### src/rtl/multiplier_if.sv
// Operand/product bundle for the shift-and-add multiplier.
// The multiplier consumes the slave side; the environment drives the master side.
interface multiplier_if #(
    parameter int m = 4,
    parameter int n = 4
);
    logic [m-1:0]   A;
    logic [n-1:0]   B;
    logic [m+n-1:0] C;

    modport master (output A, output B, input C);
    modport slave  (input A, input B, output C);
endinterface

### src/rtl/multiplier.sv
// Free-running sequential unsigned shift-and-add multiplier.
// Each period samples A/B, iterates n times, then publishes the product on C.
//
//   state | meaning
//   LOAD  | capture A and B, clear upper accumulator and iteration count
//   RUN   | conditional add of multiplicand, shift right; n cycles
//   DONE  | publish accumulator low m+n bits to C
module multiplier #(
    parameter int m = 4,
    parameter int n = 4
) (
    input  logic clk,
    input  logic rst,
    multiplier_if.slave bus
);
    localparam int CW = (n < 1) ? 1 : $clog2(n + 1);
    localparam logic [CW-1:0] LAST = CW'(n - 1);

    typedef enum logic [1:0] {
        LOAD = 2'd0,
        RUN  = 2'd1,
        DONE = 2'd2
    } state_t;

    state_t          state;
    state_t          state_next;
    logic [m-1:0]    mcand;
    logic [m+n:0]    acc;
    logic [m+n:0]    acc_next;
    logic [m:0]      addend;
    logic [m:0]      sum;
    logic [CW-1:0]   cnt;
    logic [m+n-1:0]  c_q;

    always_ff @(posedge clk or negedge rst) begin
        if (!rst) begin
            state <= LOAD;
        end else begin
            state <= state_next;
        end
    end

    always_comb begin
        state_next = state;
        case (state)
            LOAD:    state_next = RUN;
            RUN:     if (cnt == LAST) state_next = DONE;
            DONE:    state_next = LOAD;
            default: state_next = LOAD;
        endcase
    end

    // (m+1)-bit sum keeps the carry so it lands in the top accumulator bit before the shift.
    always_comb begin
        addend   = acc[0] ? {1'b0, mcand} : '0;
        sum      = acc[m+n:n] + addend;
        acc_next = {sum, acc[n-1:0]} >> 1;
    end

    always_ff @(posedge clk or negedge rst) begin
        if (!rst) begin
            mcand <= '0;
            acc   <= '0;
            cnt   <= '0;
            c_q   <= '0;
        end else begin
            case (state)
                LOAD: begin
                    mcand <= bus.A;
                    acc   <= {{(m + 1){1'b0}}, bus.B};
                    cnt   <= '0;
                end
                RUN: begin
                    acc <= acc_next;
                    cnt <= cnt + 1'b1;
                end
                DONE: begin
                    c_q <= acc[m+n-1:0];
                end
                default: ;
            endcase
        end
    end

    assign bus.C = c_q;
endmodule

### src/flat_wrapper.sv
// flat-port wrapper written by rule: the top's interface ports become plain ports
module multiplier_flat 
#(
    parameter int m = 4,
    parameter int n = 4
)
  (clk, rst, bus_A, bus_B, bus_C);
  multiplier_if #(.m(m), .n(n)) bus_i ();
  input  logic clk;
  input  logic rst;
  input wire logic [$bits(bus_i.A)-1:0] bus_A;
  input wire logic [$bits(bus_i.B)-1:0] bus_B;
  output wire logic [$bits(bus_i.C)-1:0] bus_C;
  assign bus_i.A = bus_A;
  assign bus_i.B = bus_B;
  assign bus_C = bus_i.C;
  multiplier #(.m(m), .n(n)) u_core (.clk(clk), .rst(rst), .bus(bus_i));
endmodule
### config.mk
export PLATFORM = sky130hd
export DESIGN_NAME = multiplier_flat
export DESIGN_NICKNAME = d
export VERILOG_FILES = /design/src/rtl/multiplier_if.sv /design/src/rtl/multiplier.sv /design/src/flat_wrapper.sv
export SDC_FILE = /design/constraint.sdc
export NUM_CORES = 1
export LEC_CHECK = 0
export BUFFER_PORTS_ARGS = -buffer_cell sky130_fd_sc_hd__buf_4
export CAP_MARGIN = 20
export CORE_ASPECT_RATIO = 2
export CORE_MARGIN = 5
export CORE_UTILIZATION = 45
export CTS_CLUSTER_SIZE = 20
export DETAILED_ROUTE_END_ITERATION = 12
export PLACE_DENSITY = 0.78
export SLEW_MARGIN = 10
export SYNTH_ARGS = -nofsm -noshare
export SYNTH_HDL_FRONTEND = slang
export SYNTH_SLANG_ARGS = --single-unit
### constraint.sdc
create_clock -name clk -period 4 [get_ports clk]
set_input_delay 0.8 -clock clk [delete_from_list [all_inputs] [get_ports clk]]
set_output_delay 0.8 -clock clk [all_outputs]
set_load 0.01 [all_outputs]
==> impl_metrics.xml <==
<?xml version="1.0" encoding="UTF-8"?>
<metrics>
  <group name="timing">
    <metric name="setup_violations" unit="">0</metric>
    <metric name="fin_hold_ws" unit="ns">0.420</metric>
    <metric name="unrepaired_setup_endpoints_after_global_routing" unit="">no</metric>
    <metric name="report.final.hold_viol_count" unit="">0</metric>
    <metric name="fin_skew" unit="ns">0.00119</metric>
    <metric name="final-max-slew-violation-count" unit="">0</metric>
    <metric name="fmax" unit="MHz">599</metric>
    <metric name="ratio_of_final_minimum_period_to_clock_period" unit="">0.417</metric>
    <metric name="relSlewSlack" unit="">0.574</metric>
    <metric name="worst_slack" unit="ns">2.33</metric>
    <metric name="fin_crit" unit="ns">1.67</metric>
    <metric name="max_slew.worst_pin.slew" unit="ns">0.639</metric>
    <metric name="setup-tns-final" unit="ns">0</metric>
  </group>
  <group name="synth">
    <metric name="post_synth_edffs" unit="">0</metric>
    <metric name="ys_dominant_reg_cell" unit="">dfrtp_1</metric>
    <metric name="synth-seq-cells" unit="">25</metric>
    <metric name="post_synth_inst_count" unit="">98</metric>
    <metric name="synthArstFlopShare" unit="">1.00</metric>
    <metric name="ys.warnings.count" unit="">0</metric>
    <metric name="post_synth_net_total" unit="">115</metric>
    <metric name="synth_sequential_area_ratio" unit="">0.530</metric>
    <metric name="post_synthesis_average_cell_area" unit="µm²">12.0</metric>
    <metric name="mappedNetlistArea" unit="µm²">1180</metric>
    <metric name="post_synth_num_cell_types" unit="">19</metric>
  </group>
  <group name="place">
    <metric name="dp_worst_setup_slack" unit="ns">2.34</metric>
    <metric name="dp_hpwl" unit="µm">1640</metric>
    <metric name="port_buffers" unit="">17</metric>
    <metric name="rd_place_congestion" unit="">0.852</metric>
  </group>
  <group name="status">
    <metric name="outcome" unit="">finished clean</metric>
  </group>
  <group name="cts">
    <metric name="clock_path_buffers" unit="">2</metric>
    <metric name="clock_edge_transition_at_the_registers_on_the_reported_setup_and_hold_paths" unit="ns">0.08</metric>
    <metric name="cts-buffers-inserted" unit="">3</metric>
    <metric name="number_of_buffers_inserted_for_hold_repair_after_clock_tree_synthesis" unit="">0</metric>
    <metric name="cts.repair.resized" unit="">0</metric>
    <metric name="numClockSinks" unit="">25</metric>
    <metric name="clock-root-buffer" unit="">clkbuf_8</metric>
    <metric name="cts_tree" unit="">done</metric>
    <metric name="postCtsSetupRepairBufs" unit="">0</metric>
    <metric name="h-tree-depth" unit="">1</metric>
    <metric name="insertion_delay" unit="ns">0.26</metric>
  </group>
  <group name="grt">
    <metric name="grtUsageTotal" unit="">0.124</metric>
    <metric name="antenna_found_initial" unit="">0</metric>
    <metric name="number_of_global_route_vias_before_repair" unit="">797</metric>
    <metric name="first_pass_grt_wire_length" unit="µm">3440</metric>
    <metric name="grt-ovfl-total" unit="">0</metric>
    <metric name="grt_max_degree" unit="">26</metric>
  </group>
  <group name="detailed_routing">
    <metric name="drc_errors_left" unit="">0</metric>
    <metric name="vias_per_cell" unit="">5.34</metric>
    <metric name="routed_wirelength" unit="µm">2120</metric>
    <metric name="first_iter_violations" unit="">24</metric>
    <metric name="routedWlPerCell" unit="µm">14.8</metric>
    <metric name="vias" unit="">763</metric>
    <metric name="drtAntennaViolNets" unit="">0</metric>
    <metric name="tritonroute_pass_1_iters" unit="">4</metric>
  </group>
  <group name="die">
    <metric name="die_y" unit="µm">82.4</metric>
    <metric name="floorplan.die_area" unit="µm²">3810</metric>
    <metric name="std_cell_rows" unit="">26</metric>
    <metric name="initial_utilization" unit="">0.465</metric>
    <metric name="die-width" unit="µm">46.2</metric>
    <metric name="num_io_pins" unit="">18</metric>
    <metric name="placeableCoreArea" unit="µm²">2540</metric>
  </group>
  <group name="finish">
    <metric name="finish.net_count" unit="">133</metric>
    <metric name="antenna-diode-count" unit="">0</metric>
    <metric name="multi_input_area" unit="µm²">503</metric>
    <metric name="final_layout_size_suffix_gt1_frac" unit="">0.278</metric>
    <metric name="syn2layout_area_growth" unit="%">14.8</metric>
    <metric name="fill_cells" unit="">234</metric>
    <metric name="sequential_cell_area" unit="µm²">626</metric>
    <metric name="layout.core_utilization" unit="">0.534</metric>
  </group>
  <group name="critical_path">
    <metric name="worstReg2RegEnd" unit="">u_core.acc[7]</metric>
    <metric name="endpoint_required_time_on_the_critical_path" unit="ns">4.18</metric>
    <metric name="r2r.worst_path.cells" unit="">8</metric>
    <metric name="worstSetupStartpointType" unit="">flop</metric>
    <metric name="worst-setup-path-type" unit="">flop to flop</metric>
    <metric name="critPathCaptureType" unit="">flop</metric>
    <metric name="crit_path_end" unit="">u_core.acc[7]</metric>
    <metric name="worst-r2r-setup-slack" unit="ns">2.33</metric>
    <metric name="crit_path_max_incr_delay" unit="ns">0.41</metric>
    <metric name="critical-path-slowest-cell" unit="">dfrtp_1</metric>
    <metric name="worstPathCellList" unit="">and2_1, ha_1, inv_1, fa_1, inv_1, a21o_1, a21oi_1, o21ai_0</metric>
    <metric name="critPathMaxFanout" unit="">6</metric>
    <metric name="critical_path.most_common_cell" unit="">inv_1</metric>
    <metric name="worst_setup_path_startpoint" unit="">u_core.acc[0]</metric>
    <metric name="worst-endpoint-arrival" unit="ns">1.85</metric>
    <metric name="reg2reg_from" unit="">u_core.acc[0]</metric>
  </group>
  <group name="power">
    <metric name="power_frac_seq" unit="">0.564</metric>
    <metric name="power.density_cell_area" unit="nW/µm²">371</metric>
    <metric name="switching_share" unit="">0.229</metric>
    <metric name="internal_power" unit="µW">388</metric>
    <metric name="switchingPower" unit="µW">115</metric>
    <metric name="clock_power_share" unit="">0.291</metric>
    <metric name="power.share.combinational" unit="">0.145</metric>
    <metric name="worst_supply_voltage_drop_on_vdd" unit="mV">0.177</metric>
    <metric name="total_leakage_power" unit="µW">0.000713</metric>
    <metric name="design_power_total" unit="µW">503</metric>
  </group>
  <group name="min_path">
    <metric name="min-delay-path-class" unit="">primary input to async pin</metric>
  </group>
  <group name="job">
    <metric name="max_cap_violations" unit="">0</metric>
  </group>
</metrics>
[final cells by class]
cell class | count | area share
repair buffers | 17 | 0.0942
clock buffers | 4 | 0.0332
multi-input cells | 64 | 0.371
flip-flops and latches | 25 | 0.462
well taps | 28 | 0.0259
inverters | 5 | 0.0139
[power by group through the flow]
stage,clock network (µW),registers [µW],logic (µW)
after detailed placement,0,289,74.6
after global placement,0,287,72.0
final,146,283,72.9
after floorplan,0,294,27.0
after CTS,151,284,74.9
after global routing,156,286,79.2
[kinds of logic (layout without fill, tap and decap cells)]
family / after synthesis / after routing / synth area share
adder cells (fa/ha/maj): 7 / 7 / 0.0806
AND/OR/NAND/NOR: 23 / 23 / 0.0965
XOR/XNOR: 1 / 1 / 0.00742
buffers and inverters: 9 / 26 / 0.0435
AO/OA/AOI/OAI: 18 / 18 / 0.0806
multiplexers: 15 / 15 / 0.161
flip-flops: 25 / 25 / 0.530
[worst max-delay path, delay by kind of cell (launching register included)]
family                     cells  cell delay [ns]
and+or+nand+nor                1             0.16
DFF                            1             0.41
buffers and inverters          2             0.14
AOI/OAI and AO/OA              3             0.32
adders and majority gates      2             0.56
[per-stage QoR]
step	instance area, µm²	cells
finish	1360	143
global route	1360	143
CTS	1360	143
detailed placement	1310	139
global placement	1310	139
floorplan	1180	98
[per-layer routing]
metal / vias to the layer above / global-route usage / wire, µm
li1: 360 / - / -
met1: 381 / 0.135 / 789
met2: 16 / 0.221 / 1200
met3: 6 / 0.0130 / 77
met4: 0 / 0.0655 / 48
met5: - / 0 / 0
[flip-flops by register name (all words and copies together) (netlist names)]
register,cells
u_core.state,2
u_core.acc,8
u_core.mcand,4
u_core.cnt,3
u_core.bus.C,8
[worst min path at each step]
stage | startpoint | end | depth (start not counted)
2_1_floorplan | u_core.cnt[2] | u_core.cnt[2] | 2
3_3_place_gp | u_core.bus.C[5] | u_core.bus.C[5] | 2
3_5_place_dp | u_core.cnt[2] | u_core.cnt[2] | 2
4_1_cts | rst | u_core.cnt[2] | 1
5_1_grt | rst | u_core.bus.C[5] | 1
6_report | rst | u_core.bus.C[4] | 1
[placed cells by master, fill, tap and decap left out, drive strengths merged]
master	n
fa	1
a21o	2
nor2b	2
nor2	1
dfrtp	25
clkbuf	4
nand2b	2
mux2i	4
a21oi	3
ha	6
mux2	11
and2	4
nand2	14
inv	5
o21ai	13
xor2	1
buf	17
[synthesized netlist by cell type (3+ instances only)]
library cell | instances | area share
a21oi_1 | 3 | 0.013
and2_1 | 4 | 0.021
dfrtp_1 | 25 | 0.53
ha_1 | 6 | 0.064
inv_1 | 5 | 0.016
mux2_2 | 4 | 0.038
mux2_4 | 7 | 0.089
mux2i_1 | 4 | 0.034
nand2_1 | 14 | 0.045
o21ai_0 | 13 | 0.055
No activity file was read; power rests on OpenSTA's default activity.
